===== src/rtl/vga_pkg.sv =====
// Shared VGA definitions: coordinate width, 640x480@60 timing defaults,
// draw-block colour constants and a sync-level helper.
package vga_pkg;

   localparam int COORD_W = 10;

   typedef logic [COORD_W-1:0] coord_t;

   localparam int H_RES_DEF  = 640;
   localparam int H_FP_DEF   = 16;
   localparam int H_SYNC_DEF = 96;
   localparam int H_BP_DEF   = 48;
   localparam int V_RES_DEF  = 480;
   localparam int V_FP_DEF   = 10;
   localparam int V_SYNC_DEF = 2;
   localparam int V_BP_DEF   = 33;

   // 6-bit rgb as {r[1:0], g[1:0], b[1:0]}
   localparam logic [5:0] RGB_BLACK  = 6'b00_00_00;
   localparam logic [5:0] RGB_WHITE  = 6'b11_11_11;
   localparam logic [5:0] RGB_RED    = 6'b11_00_00;
   localparam logic [5:0] RGB_GREEN  = 6'b00_11_00;
   localparam logic [5:0] RGB_BLUE   = 6'b00_00_11;
   localparam logic [5:0] RGB_YELLOW = 6'b11_11_00;
   localparam logic [5:0] RGB_CYAN   = 6'b00_11_11;
   localparam logic [5:0] RGB_GREY   = 6'b01_01_01;

   function automatic logic sync_level(input logic active, input logic pol);
      return active ? pol : ~pol;
   endfunction

endpackage


===== src/rtl/vga_axis_cnt.sv =====
// One raster axis: wrapping position counter with enable, terminal count,
// and active/sync window flags decoded from the value the counter moves to.
module vga_axis_cnt
   import vga_pkg::*;
#(
   parameter int TOTAL      = 800,
   parameter int ACTIVE     = 640,
   parameter int SYNC_START = 656,
   parameter int SYNC_END   = 751
) (
   input  logic               clk,
   input  logic               rst,
   input  logic               en,
   output logic [COORD_W-1:0] cnt,
   output logic               tc,
   output logic               active_next,
   output logic               sync_next
);

   localparam logic [COORD_W-1:0] LAST    = COORD_W'(TOTAL - 1);
   localparam logic [COORD_W-1:0] ACT_END = COORD_W'(ACTIVE);
   localparam logic [COORD_W-1:0] SYNC_LO = COORD_W'(SYNC_START);
   localparam logic [COORD_W-1:0] SYNC_HI = COORD_W'(SYNC_END);

   logic [COORD_W-1:0] cnt_next;

   // Flags are decoded from cnt_next so the registers fed by them line up
   // with the count that is presented in the same cycle.
   always_comb begin
      tc       = (cnt == LAST);
      cnt_next = cnt;
      if (en) begin
         cnt_next = tc ? '0 : cnt + COORD_W'(1);
      end
      active_next = (cnt_next < ACT_END);
      sync_next   = (cnt_next >= SYNC_LO) && (cnt_next <= SYNC_HI);
   end

   always_ff @(posedge clk or posedge rst) begin
      if (rst) begin
         cnt <= LAST;
      end else begin
         cnt <= cnt_next;
      end
   end

endmodule


===== src/rtl/vga_timing_gen.sv =====
// VGA raster source: sx/sy/de, hsync/vsync, line/frame strobes, frame counter.
// Define VGA_SYNC_DELAY_EN to delay hsync/vsync one clk to match draw-block rgb.
module vga_timing_gen
   import vga_pkg::*;
#(
   parameter int   H_RES    = H_RES_DEF,
   parameter int   H_FP     = H_FP_DEF,
   parameter int   H_SYNC   = H_SYNC_DEF,
   parameter int   H_BP     = H_BP_DEF,
   parameter int   V_RES    = V_RES_DEF,
   parameter int   V_FP     = V_FP_DEF,
   parameter int   V_SYNC   = V_SYNC_DEF,
   parameter int   V_BP     = V_BP_DEF,
   parameter logic SYNC_POL = 1'b0
) (
   input  logic               clk,
   input  logic               rst,
   input  logic               pix_en,
   output logic [COORD_W-1:0] sx,
   output logic [COORD_W-1:0] sy,
   output logic               de,
   output logic               hsync,
   output logic               vsync,
   output logic               line_start,
   output logic               frame_start,
   output logic [7:0]         frame_cnt
);

   localparam int H_TOTAL = H_RES + H_FP + H_SYNC + H_BP;
   localparam int V_TOTAL = V_RES + V_FP + V_SYNC + V_BP;

   logic h_tc, h_active_next, h_sync_next;
   logic v_tc, v_active_next, v_sync_next;
   logic line_tick, frame_tick;
   logic hsync_q, vsync_q;

   assign line_tick  = pix_en & h_tc;
   assign frame_tick = line_tick & v_tc;

   vga_axis_cnt #(
      .TOTAL      (H_TOTAL),
      .ACTIVE     (H_RES),
      .SYNC_START (H_RES + H_FP),
      .SYNC_END   (H_RES + H_FP + H_SYNC - 1)
   ) h_axis (
      .clk         (clk),
      .rst         (rst),
      .en          (pix_en),
      .cnt         (sx),
      .tc          (h_tc),
      .active_next (h_active_next),
      .sync_next   (h_sync_next)
   );

   vga_axis_cnt #(
      .TOTAL      (V_TOTAL),
      .ACTIVE     (V_RES),
      .SYNC_START (V_RES + V_FP),
      .SYNC_END   (V_RES + V_FP + V_SYNC - 1)
   ) v_axis (
      .clk         (clk),
      .rst         (rst),
      .en          (line_tick),
      .cnt         (sy),
      .tc          (v_tc),
      .active_next (v_active_next),
      .sync_next   (v_sync_next)
   );

   // Strobes are recomputed every clk, so they fall on the first cycle
   // after a tick whatever the pix_en duty cycle is.
   always_ff @(posedge clk or posedge rst) begin
      if (rst) begin
         de          <= 1'b0;
         hsync_q     <= ~SYNC_POL;
         vsync_q     <= ~SYNC_POL;
         line_start  <= 1'b0;
         frame_start <= 1'b0;
         frame_cnt   <= 8'hFF;
      end else begin
         de          <= h_active_next & v_active_next;
         hsync_q     <= sync_level(h_sync_next, SYNC_POL);
         vsync_q     <= sync_level(v_sync_next, SYNC_POL);
         line_start  <= line_tick;
         frame_start <= frame_tick;
         if (frame_tick) begin
            frame_cnt <= frame_cnt + 8'd1;
         end
      end
   end

`ifdef VGA_SYNC_DELAY_EN
   logic hsync_d, vsync_d;

   always_ff @(posedge clk or posedge rst) begin
      if (rst) begin
         hsync_d <= ~SYNC_POL;
         vsync_d <= ~SYNC_POL;
      end else begin
         hsync_d <= hsync_q;
         vsync_d <= vsync_q;
      end
   end

   assign hsync = hsync_d;
   assign vsync = vsync_d;
`else
   assign hsync = hsync_q;
   assign vsync = vsync_q;
`endif

endmodule

===== config.mk =====
export PLATFORM = sky130hd
export DESIGN_NAME = vga_timing_gen
export DESIGN_NICKNAME = d
export VERILOG_FILES = /design/src/rtl/vga_pkg.sv /design/src/rtl/vga_axis_cnt.sv /design/src/rtl/vga_timing_gen.sv
export SDC_FILE = /design/constraint.sdc
export NUM_CORES = 1
export LEC_CHECK = 0
export CAP_MARGIN = 20
export CORE_MARGIN = 2
export CORE_UTILIZATION = 62
export CTS_BUF_LIST = sky130_fd_sc_hd__clkbuf_16
export DETAILED_ROUTE_END_ITERATION = 6
export DONT_BUFFER_PORTS = 1
export PLACE_DENSITY = 0.78
export RECOVER_POWER = 25
export SYNTH_ARGS = -nofsm -noshare
export SYNTH_HDL_FRONTEND = slang
export SYNTH_SLANG_ARGS = --single-unit

===== constraint.sdc =====
create_clock -name clk -period 2.2 [get_ports clk]
set_clock_uncertainty 0.05 [all_clocks]
set_input_delay 0.44 -clock clk [delete_from_list [all_inputs] [get_ports clk]]
set_output_delay 0.44 -clock clk [all_outputs]
set_load 0.01 [all_outputs]

Yosys cells after proc, flatten, opt, wreduce, memory -nomap -nowiden. Cells that the tools add are included.

Register bits after elaboration: 33. Word-level logic and storage cells: 30.

$add $sub $neg: 3. Order comparisons: 6. Eq/ne operators: 2. Muxes and demuxes: 6. Bitwise logic cells: 3. Reduce and logical (&&, ||, !) cells: 2.

Operator list (count): $mux W10 (4); $add A10 B1 Y10 const B (2); $eq A10 B10 Y1 const B (2); $ge A10 B10 Y1 const B (1); $ge A10 B9 Y1 const B (1); $le A10 B10 Y1 const B (1); $le A10 B9 Y1 const B (1); $lt A10 B10 Y1 const B (1); $lt A10 B9 Y1 const B (1); $add A8 B1 Y8 const B (1); $and A1 B1 Y1 (3); $logic_and A1 B1 Y1 (2); $mux W1 (2).

Longest topological paths before layout. Gate-level depths: netlist of run 1.

Depth after elaboration: 6. Mapped depth: 9. Gate-level depth less buffers: 7.

Modules after synthesis. From an unflattened synthesis of run 1, not the netlist that was laid out.

Cells, all modules: 172. Area, all modules: 1838.0 um2.

Modules (own cells, without submodules): vga_axis_cnt (v_axis) (times used 1, cells an instance 69, area an instance 653.1 um2, sequential area each 254.0 um2); vga_axis_cnt (h_axis) (times used 1, cells an instance 64, area an instance 644.4 um2, sequential area each 259.0 um2); vga_timing_gen (times used 1, cells an instance 39, area an instance 540.5 um2, sequential area each 337.8 um2).

Worst setup path after synthesis of run 1. No wires, ideal clock.

Path kind: register to register. Start point: register h_axis.cnt[2]. End point: register de. Library setup time: 0.130 ns. Data arrival time: 1.839 ns. Data required time: 2.020 ns. Setup slack: 0.181 ns. Cell stages (with the launch flop): 7. Path buffers: 1. Clock period less this slack: 2.019 ns. Cell sequence: dfstp_2 and4_1 buf_4 nand4_4 or4_4 a22oi_2 a211oi_1.

Longest elaborated chain between the ends: 5. Elaborated cells between the ends (all ways): 9.

RTL lines: start, declared (line vga_axis_cnt.sv:14) `output logic [COORD_W-1:0] cnt,`; start signal, assigned (line vga_axis_cnt.sv:43) `cnt <= cnt_next;`; $add A10 B1 Y10 / $eq A10 B10 Y1 (equally long branches) (line vga_axis_cnt.sv:33, vga_axis_cnt.sv:30); $mux W10 / $and A1 B1 Y1 (equally long branches) (line vga_axis_cnt.sv:33, vga_timing_gen.sv:37); $mux W10 (line vga_axis_cnt.sv:32) `if (en) begin`; $lt A10 B10 Y1 / $lt A10 B9 Y1 (equally long branches) (line vga_axis_cnt.sv:35) `active_next = (cnt_next < ACT_END);`; $and A1 B1 Y1 (*) (line vga_timing_gen.sv:81) `de <= h_active_next & v_active_next;`; end signal, assigned (line vga_timing_gen.sv:81); end, declared (line vga_timing_gen.sv:21) `output logic de,`.

Mark *: on every way between the ends. The rest lies on a longest branch, timed or not. A chain may end at the register's enable or synchronous reset.

Worst setup path in the final report of run 1.
Start point: register h_axis.cnt[4]. End point: register de.

The elaborated chain is that of the path after synthesis.

==> metrics.txt, run 1 <==
status=completed; final setup TNS=0 ps; clock share of power=39.3%; CTS root buf=clkbuf_16; Least-Margin Pin Slew=roughly 940 ps; TritonCTS clock tree=done; Syn Inst Count=179; CP peak stage delay=600 ps; share of layout cells above drive strength 1=28.7%; WL/cell=18.2 microns; Psw=approximately 0.00045 W; Total Wirelength=4230 microns; final hold vios=0; PostCTS Resize Cnt=0; Mapped Nets=about 190; Seq/Total Area, Yosys=46.8%; GRT Max-Usage Layer=met2; prevailing post-synth register cell=dfstp_2; synthesis-stage register bit count=33; Tightest Hold Check Type=input pin to async pin; # diodes=0; core area=0.00278 sq mm; starting density of the core=~65%; DIE HEIGHT=roughly 58 microns; Worst EP arrival=2180 ps; synthesized area per cell=10.2 sq um; Post-DP HPWL=3000 microns; VDD IR-drop max=1.01 mV; Worst Setup SP=h_axis.cnt[4]; total gr overflow=0; global-route wire length before repair=6980 microns; power share of the combinational group=16.0%; clk slew on worst S/H paths=approximately 50 ps; Num Clock Sinks=33; critical path cell sequence=and4_4, nand4_4, or4_1, a22oi_2, a211oi_1; Reg-to-Reg Start=h_axis.cnt[4]; slowest CP cell=dfstp_2; Max FO, Critical Path=9; CP Capture Type=flop; Leakage=0.898 nW; Skew-Pair Late Insertion Delay=approximately 270 ps; met1 Resource Use GR=35.2%; met3 Use GR=8.48%; Power Total=0.00164 W; Post-CTS Setup Bufs=0; Max Cap Viol=0; Pre-Repair DR Iteration Count=4; CP Data Required Time=2300 ps; DIE WIDTH=58.2 microns; number of remaining DRC errors=0; GPL Wtd Cong=slightly below 0.9; RSZ-0062 raised after global routing=no; Iter 0 DRT Violations=113; largest net degree at the start of global routing=20; Max Root-Sink Buffers=2; total number of vias=1523; EDFF count, synth=0; worst setup path class=flop to flop; DRT antenna net count=0; P_int=0.00119 W; PwrDens=about 770 mW/mm^2; asr flop ratio synth=100%; CTS H-tree depth=2; DIE AREA=0.00338 sq mm; antenna violations before repair=0; Syn Std Cell Area=0.00182 sq mm; switching share of power=27.5%; final max-slew violation count=0; min cycle time layout=2080 ps; maximum clock frequency=0.481 GHz; final period utilization=94.6%; global-route usage over all layers=about 28%; share of power burned in registers=44.7%; Max-Slew Margin vs Limit=between 30% and 40%; area delta synth->final=16.7%; vias in the first global route=1472; Via-to-Cell Ratio=between 6 and 7; Nets=208; Worst setup SP type=flop; row cnt=19; I/O pin cnt=36; total CTS buffers=5; Yosys cell types=50; met2 GRT Util=44.3%; cts hold-fix bufs=0; Syn. warnings=0; final setup vio count=0; Port-buffer cells=0
[metal layers]
| layer | up-vias | wire, microns |
|---|---|---|
| li1 | 707 | - |
| met1 | 734 | 1760 |
| met2 | 69 | 2050 |
| met3 | 13 | 313 |
| met4 | 0 | 108 |
| met5 | - | 0 |
[power by group through the flow]
stage               combinational, W  clock [W]  sequential (W)
global placement            0.000253          0        0.000731
floorplan                   0.000139          0        0.000758
finish                      0.000263   0.000645        0.000736
CTS                         0.000263   0.000653        0.000732
detailed placement          0.000258          0        0.000739
global route                0.000285   0.000679        0.000742
[synthesized netlist by cell type, types with 3 or more instances]
cell type  count  share of area (%)
o21ai_0        7                1.9
inv_1          9                1.9
and3_1         3                1.0
ha_1           4                2.8
xnor2_1       12                5.8
a21oi_1        3               0.83
buf_2          3               0.83
nor3_1         3               0.83
nand4_1       12                4.1
dfstp_2       20                 29
nand4b_1       3                1.4
and2_1         6                2.1
nor2_1         4               0.83
o22ai_1        3                1.0
nand3_1       10                2.8
dfrtp_1       13                 18
nand2_1       18                3.7
nor4_1         3                1.0
[registers in the layout, summed over array words and instances, names as in the netlist]
| name | flops |
|---|---|
| de | 1 |
| frame_cnt | 8 |
| frame_start | 1 |
| h_axis.cnt | 10 |
| hsync | 1 |
| line_start | 1 |
| v_axis.cnt | 10 |
| vsync | 1 |
[worst max-delay path, delay by kind of cell (launching register included)]
family	cells	cell delay [ps]
AND/OR/NAND/NOR	3	1020
AO/OA/AOI/OAI	2	290
flip-flops	1	600
[placed cells by master (no fill, tap or decap), types with 2 or more instances in the layout]
| cell type | count |
|---|---|
| or4_1 | 2 |
| nand4b_1 | 3 |
| xor2_1 | 2 |
| nand3_1 | 10 |
| and3_1 | 3 |
| a211oi_1 | 2 |
| nor2_1 | 4 |
| nand2_1 | 18 |
| nor3_1 | 3 |
| o22ai_1 | 3 |
| or3_1 | 2 |
| buf_4 | 21 |
| nand4_1 | 12 |
| and2_1 | 6 |
| xnor2_1 | 12 |
| dfstp_2 | 20 |
| clkinv_1 | 2 |
| dfrtp_1 | 13 |
| mux2i_1 | 2 |
| inv_1 | 9 |
| nor4_1 | 3 |
| or4_4 | 2 |
| o21a_1 | 2 |
| o21ai_0 | 7 |
| ha_1 | 4 |
| o31ai_1 | 2 |
| a21oi_1 | 3 |
| clkbuf_16 | 5 |
[path summary, 6_finish.rpt]
path	end	cells after the start	slack, ps
worst max-delay path	de	5	120
worst min-delay path	h_axis.cnt[6]	1	50
worst max register to register	de	5	120
worst min register to register	frame_cnt[7]	1	460
max in group asynchronous	v_axis.cnt[5]	2	820
min in group clk	h_axis.cnt[1]	1	180
[final cells by class]
type	instances	area [sq um]
Multi-Input combinational cell	130	901
Fill cell	181	658
Tap cell	31	38.8
Clock buffer	5	125
Timing Repair Buffer	22	161
Inverter	9	33.8
Sequential cell	33	851
Clock inverter	3	12.5
[through the flow]
stage                     hold WS [ps]  setup slack [ps]  utilization (%)  cell area, sq um  instances
after floorplan                    444               181                -              1820        179
after global placement             367               151             71.8              2000        225
after detailed placement           374              94.3             71.8              2000        225
after CTS                         88.2              95.5             76.8              2140        233
after global routing               100              23.6             76.3              2120        233
final                             46.1               119             76.3              2120        233
[kinds of logic (layout without fill, tap and decap cells)]
family / Yosys count / after routing / share of synthesized area [%]
AOI/OAI and AO/OA: 34 / 34 / 13.5
xor gates and xnor gates: 14 / 14 / 6.74
adders and majority gates: 4 / 4 / 2.75
buffers and inverters: 16 / 39 / 3.92
DFF: 33 / 33 / 46.8
muxes: 3 / 3 / 1.72
and+or+nand+nor: 75 / 75 / 24.6
No activity file was read; power rests on OpenSTA's default activity.
==> run 2, diff against run 1 <==
--- a/config.mk
+++ b/config.mk
@@ -6,6 +6,7 @@
 export NUM_CORES = 1
 export LEC_CHECK = 0
 export CAP_MARGIN = 20
+export CORE_ASPECT_RATIO = 1.25
 export CORE_MARGIN = 2
 export CORE_UTILIZATION = 62
 export CTS_BUF_LIST = sky130_fd_sc_hd__clkbuf_16
==> metrics.txt, run 2 (synthesis results as in run 1) <==
starting density of the core=63.5%; DRT antenna net count=0; Max Cap Viol=1; CTS root buf=clkbuf_16; # diodes=0; total gr overflow=0; cell area after placement=0.00199 sq mm; Power Total=0.00191 W; Num Clock Sinks=33; row cnt=22; failing checks=max-capacitance violations, max-slew violations; Reg-to-Reg End=vsync; Max-Slew Margin vs Limit=-13.9%; Worst EP arrival=2270 ps; Hold Crit Start=pix_en; met3 Use GR=8.29%; clk slew on worst S/H paths=50 ps; met1 Resource Use GR=31.5%; Post-DP HPWL=2930 microns; CP Data Required Time=2330 ps; GPL Wtd Cong=0.932; Total Wirelength=between 4000 and 5000 microns; final hold vios=0; final setup TNS=0 ps; cell area after layout=0.00219 sq mm; CP Capture Type=flop; min cycle time layout=2140 ps; Max FO, Critical Path=10; total number of vias=1524; Skew-Pair Late Insertion Delay=280 ps; I/O pin cnt=36; number of remaining DRC errors=0; largest net degree at the start of global routing=34; DIE WIDTH=52.5 microns; final max-slew violation count=34; Max Root-Sink Buffers=2; Worst setup SP type=flop; Leakage=around 0.92 nW; VDD IR-drop max=0.623 mV; WL/cell=18.2 microns; leading cell type in the layout, fill and taps excluded=buf_4; R2R setup slack=60 ps; Via-to-Cell Ratio=6.40; antenna violations before repair=0; fillers=209; TritonCTS clock tree=done; Hold Crit Depth=1; met2 GRT Util=around half; total CTS buffers=5; DIE AREA=0.00339 sq mm; final period utilization=97.2%; post-layout util=76.7%; final setup vio count=0; Iter 0 DRT Violations=71; CTS H-tree depth=2; PwrDens=869 mW/mm^2; DIE HEIGHT=64.6 microns; maximum clock frequency=0.468 GHz; GRT Max-Usage Layer=met2; global-route wire length before repair=7000 microns; WHS=168 ps; RSZ-0062 raised after global routing=no; leading cell types in the layout, fill and taps excluded=buf_4, dfstp_2, nand2_1; status=complete, but fails checks; Pre-Repair DR Iteration Count=4; global-route usage over all layers=27.7%; Worst Setup SP=h_axis.cnt[3]; Reg-to-Reg Start=h_axis.cnt[3]; vias in the first global route=1504; share of layout cells above drive strength 1=30.2%; area delta synth->final=20.6%; reg2reg path depth=6; Tightest Hold Check Type=input pin to flop; worst setup path class=flop to flop; Port-buffer cells=0; core area=0.00286 sq mm; biggest regs=h_axis.cnt (10), v_axis.cnt (10), frame_cnt (8); Least-Margin Pin Slew=1710 ps; Hold Path Sink=h_axis.cnt[0]; Nets=208
## run 2: cell types whose count changed in the layout (fill, tap and decap cells not counted)
cell        before  now
bufinv_16        0    2
clkinv_1         2    0
and4_1           1    2
and4_4           1    0
clkinvlp_4       0    1
inv_1            9    8
nor3_1           3    2
nor3_4           0    1
o21ai_0          7    6
o21ai_1          1    2
## run 2: worst max path at each step
stage               cells after the start  endpoint  slack [ps]
finish                                  6     vsync          60
global route                            5        de          10
CTS                                     6     vsync          30
detailed placement                      6     vsync          50
global placement                        6     vsync         180
floorplan                               6        de         180
## run 2: cell type report
cell class	count	area [sq um]	share of cell area [%]
Multi-Input combinational cell	130	910	41.4
Sequential cell	33	851	38.8
Timing Repair Buffer	22	161	7.35
Clock buffer	5	125	5.70
Clock inverter	3	65.1	2.96
Tap cell	36	45.0	2.05
Inverter	9	37.5	1.71
## run 2: timing repair
item / 4_1_cts / 5_1_grt
hold buffers: 0 / 0
gates resized for setup: 0 / 5
buffers inserted: 0 / 0
endpoints found under the setup margin: 0 / 2
## run 2: per-stage QoR
| stage | instances | setup WS, ps |
|---|---|---|
| after detailed placement | 230 | 50.3 |
| after global routing | 238 | 14.7 |
| after CTS | 238 | 32.2 |
| final | 238 | 61.9 |
| after floorplan | 179 | 181 |
| after global placement | 230 | 183 |
## run 2: power breakdown
part	internal, W	switching [W]
logic	0.000119	0.000184
clock network	0.000646	0.000253
registers	0.000676	0.0000279
total	0.00144	0.000465
## run 2: layer usage
layer / up-vias / routed length [microns]
li1: 709 / -
met1: 744 / 1660
met2: 63 / 2350
met3: 8 / 262
met4: 0 / 53
met5: - / 0
## run 2: worst max-delay path, stage by stage (launching register included)
cell      delay (ps)
dfstp_2          530
and4_1           260
nand4_4          230
buf_4            230
o21a_1           200
a211oi_1         380
nand4_1          160
==> run 3, diff against run 2 <==
--- a/config.mk
+++ b/config.mk
@@ -5,14 +5,15 @@
 export SDC_FILE = /design/constraint.sdc
 export NUM_CORES = 1
 export LEC_CHECK = 0
+export ABC_AREA = 1
 export CAP_MARGIN = 20
 export CORE_ASPECT_RATIO = 1.25
 export CORE_MARGIN = 2
-export CORE_UTILIZATION = 62
+export CORE_UTILIZATION = 63
 export CTS_BUF_LIST = sky130_fd_sc_hd__clkbuf_16
 export DETAILED_ROUTE_END_ITERATION = 6
 export DONT_BUFFER_PORTS = 1
-export PLACE_DENSITY = 0.78
+export PLACE_DENSITY = 0.79
 export RECOVER_POWER = 25
 export SYNTH_ARGS = -nofsm -noshare
 export SYNTH_HDL_FRONTEND = slang
==> metrics.txt, run 3 <==
status=complete, but fails checks; failing checks=max-capacitance violations, max-slew violations; total gr overflow=0; Leakage=1.18 nW; share of the synthesized area in the top cell type=around a quarter; CTS root buf=clkbuf_16; largest net degree at the start of global routing=34; fillers=251; EDFF count, synth=0; I/O pin cnt=36; vias in the first global route=1661; RSZ-0062 raised after global routing=no; DIE AREA=0.00364 sq mm; synthesis-stage register bit count=33; CP Data Required Time=~2400 ps; mux cell area share after synthesis=0.563%; Num Clock Sinks=33; Skew-Pair Late Insertion Delay=between 200 and 300 ps; VDD IR-drop max=0.711 mV; PostCTS Resize Cnt=0; Max Root-Sink Buffers=2; total number of vias=1710; WL/cell=13.7 microns; DRT antenna net count=0; final max-slew violation count=34; Worst setup SP type=flop; area leader, netlist=dfstp_2; synthesized area per cell=7.46 sq um; Worst EP arrival=2160 ps; cell area after placement=0.00204 sq mm; PnR worst setup slack=193 ps; global-route wire length before repair=7190 microns; Least-Margin Pin Slew=approximately 1700 ps; Post-CTS Setup Bufs=0; Syn Inst Count=268; final setup TNS=0 ps; Pre-Repair DR Iteration Count=4; final period utilization=91.2%; asr flop ratio synth=between 90% and 100%; maximum clock frequency=0.498 GHz; CTS H-tree depth=2; PwrDens=823 mW/mm^2; P_int=about 0.0012 W; WHS=roughly 180 ps; DIE WIDTH=between 50 and 60 microns; row cnt=22; prevailing post-synth register cell=dfstp_2; top area cells in the synthesized netlist=dfstp_2, nand2_1, dfrtp_1; # diodes=0; main combinational cell family by area after synthesis=simple AND/OR/NAND/NOR gates; crit path capture=frame_cnt[7]; Power Total=about 0.0018 W; top-count cell post-synth=nand2_1; worst setup path class=flop to flop; global-route usage over all layers=27.8%; R2R setup slack=190 ps; Total Wirelength=approximately 4300 microns; Tightest Hold Check Type=input pin to flop; TritonCTS clock tree=done; share of layout cells above drive strength 1=between 10% and 20%; number of remaining DRC errors=0; xor-xnor portion of the synthesized cell area=4.38%; biggest regs=h_axis.cnt (10), v_axis.cnt (10), frame_cnt (8); Psw=just under 0.0006 W; cts hold-fix bufs=0; final hold vios=0; CP Capture Type=flop; Nets=284; share of power burned in registers=46.8%; Syn. warnings=0; Worst Setup SP=h_axis.cnt[1]; core area=0.00297 sq mm; cell area after layout=0.00219 sq mm; Port-buffer cells=0; Yosys cell types=30; clk slew on worst S/H paths=50 ps; Place WS=138 ps; Iter 0 DRT Violations=47; min cycle time layout=2010 ps; Mapped Nets=275; switching share of power=32.6%; reg2reg path depth=9; Max FO, Critical Path=7; Max-Slew Margin vs Limit=-16.1%; Post-synth top cells=nand2_1, inv_1, nor2_1; Reg-to-Reg Start=h_axis.cnt[1]; Max Cap Viol=1; final setup vio count=0; Via-to-Cell Ratio=roughly 5.4; GPL Wtd Cong=~0.87; clock share of power=between 30% and 40%; total CTS buffers=5; leading cell type in the layout, fill and taps excluded=nand2_1; Post-DP HPWL=3160 microns; Reg-to-Reg End=frame_cnt[7]; antenna violations before repair=0; area delta synth->final=9.76%; Synth Area in Simple Gates=38.9%; DIE HEIGHT=about 67 microns; Seq/Total Area, Yosys=42.6%; Syn Std Cell Area=between 0.0015 and 0.002 sq mm; starting density of the core=67.3%; power share of the combinational group=roughly 17%; Synth Area in Adders=under 10%; leading cell types in the layout, fill and taps excluded=nand2_1, inv_1, nor2_1; fraction of the mapped netlist area in compound gates=2.25%
run 3: changes by cell type after synthesis, moves of 4 or more:
cell	delta
and2_1	-6
inv_1	+34
nand2_1	+75
nand3_1	+5
nor2_1	+20
nor2_2	+7
o21ai_0	-4
xnor2_1	-8
xor2_1	+4
run 3: layout make-up:
type,instances,area (sq um),share of cell area (%)
clock buffer,5,125,5.70
multi-input combinational,189,972,44.3
timing repair buffer,3,18.8,0.855
inverter,45,169,7.70
clock inverter,3,13.8,0.627
tap,36,45.0,2.05
sequential,33,851,38.8
run 3: worst min-delay path by stage:
stage	from	end	slack, ps	cells past startpoint
6_report	pix_en	h_axis.cnt[0]	180	1
5_1_grt	pix_en	h_axis.cnt[0]	190	1
4_1_cts	rst	de	100	2
3_5_place_dp	rst	de	390	2
3_3_place_gp	rst	h_axis.cnt[6]	390	2
2_1_floorplan	h_axis.cnt[1]	h_axis.cnt[1]	440	2
run 3: through the flow:
step / cells / util [%]
finish: 314 / 73.8
global route: 314 / 73.8
CTS: 312 / 73.4
detailed placement: 304 / 68.8
global placement: 304 / 68.8
floorplan: 268 / -
run 3: cells by family (layout without fill, tap and decap cells):
kind of cell,after synthesis,after routing
buffers and inverters,46,56
adders and majority gates,4,4
and+or+nand+nor,166,166
muxes,1,1
AOI/OAI and AO/OA,8,8
xor gates and xnor gates,10,10
DFF,33,33
run 3: power by group through the flow:
stage	logic [W]	clock network, W	registers (W)
floorplan	0.000250	0	0.000825
global placement	0.000291	0	0.000851
detailed placement	0.000301	0	0.000854
CTS	0.000304	0.000668	0.000845
global route	0.000361	0.000693	0.000864
finish	0.000303	0.000658	0.000845
run 3: per-layer routing:
layer,vias up,GRT usage (%),part of all wire (%)
met3,10,6.73,4.9
met5,-,0,0
met2,43,46.7,53
met1,805,32.5,40
met4,0,12.2,2.2
li1,852,-,-
run 3: critical path: stages (launching register included):
cell     delay (ps)
dfstp_2         580
ha_1            210
nand2_1         130
nor2_4          180
nand4_4         170
inv_2           130
nand2_4          70
nor2_2          150
nand3_1         120
xnor2_1         150
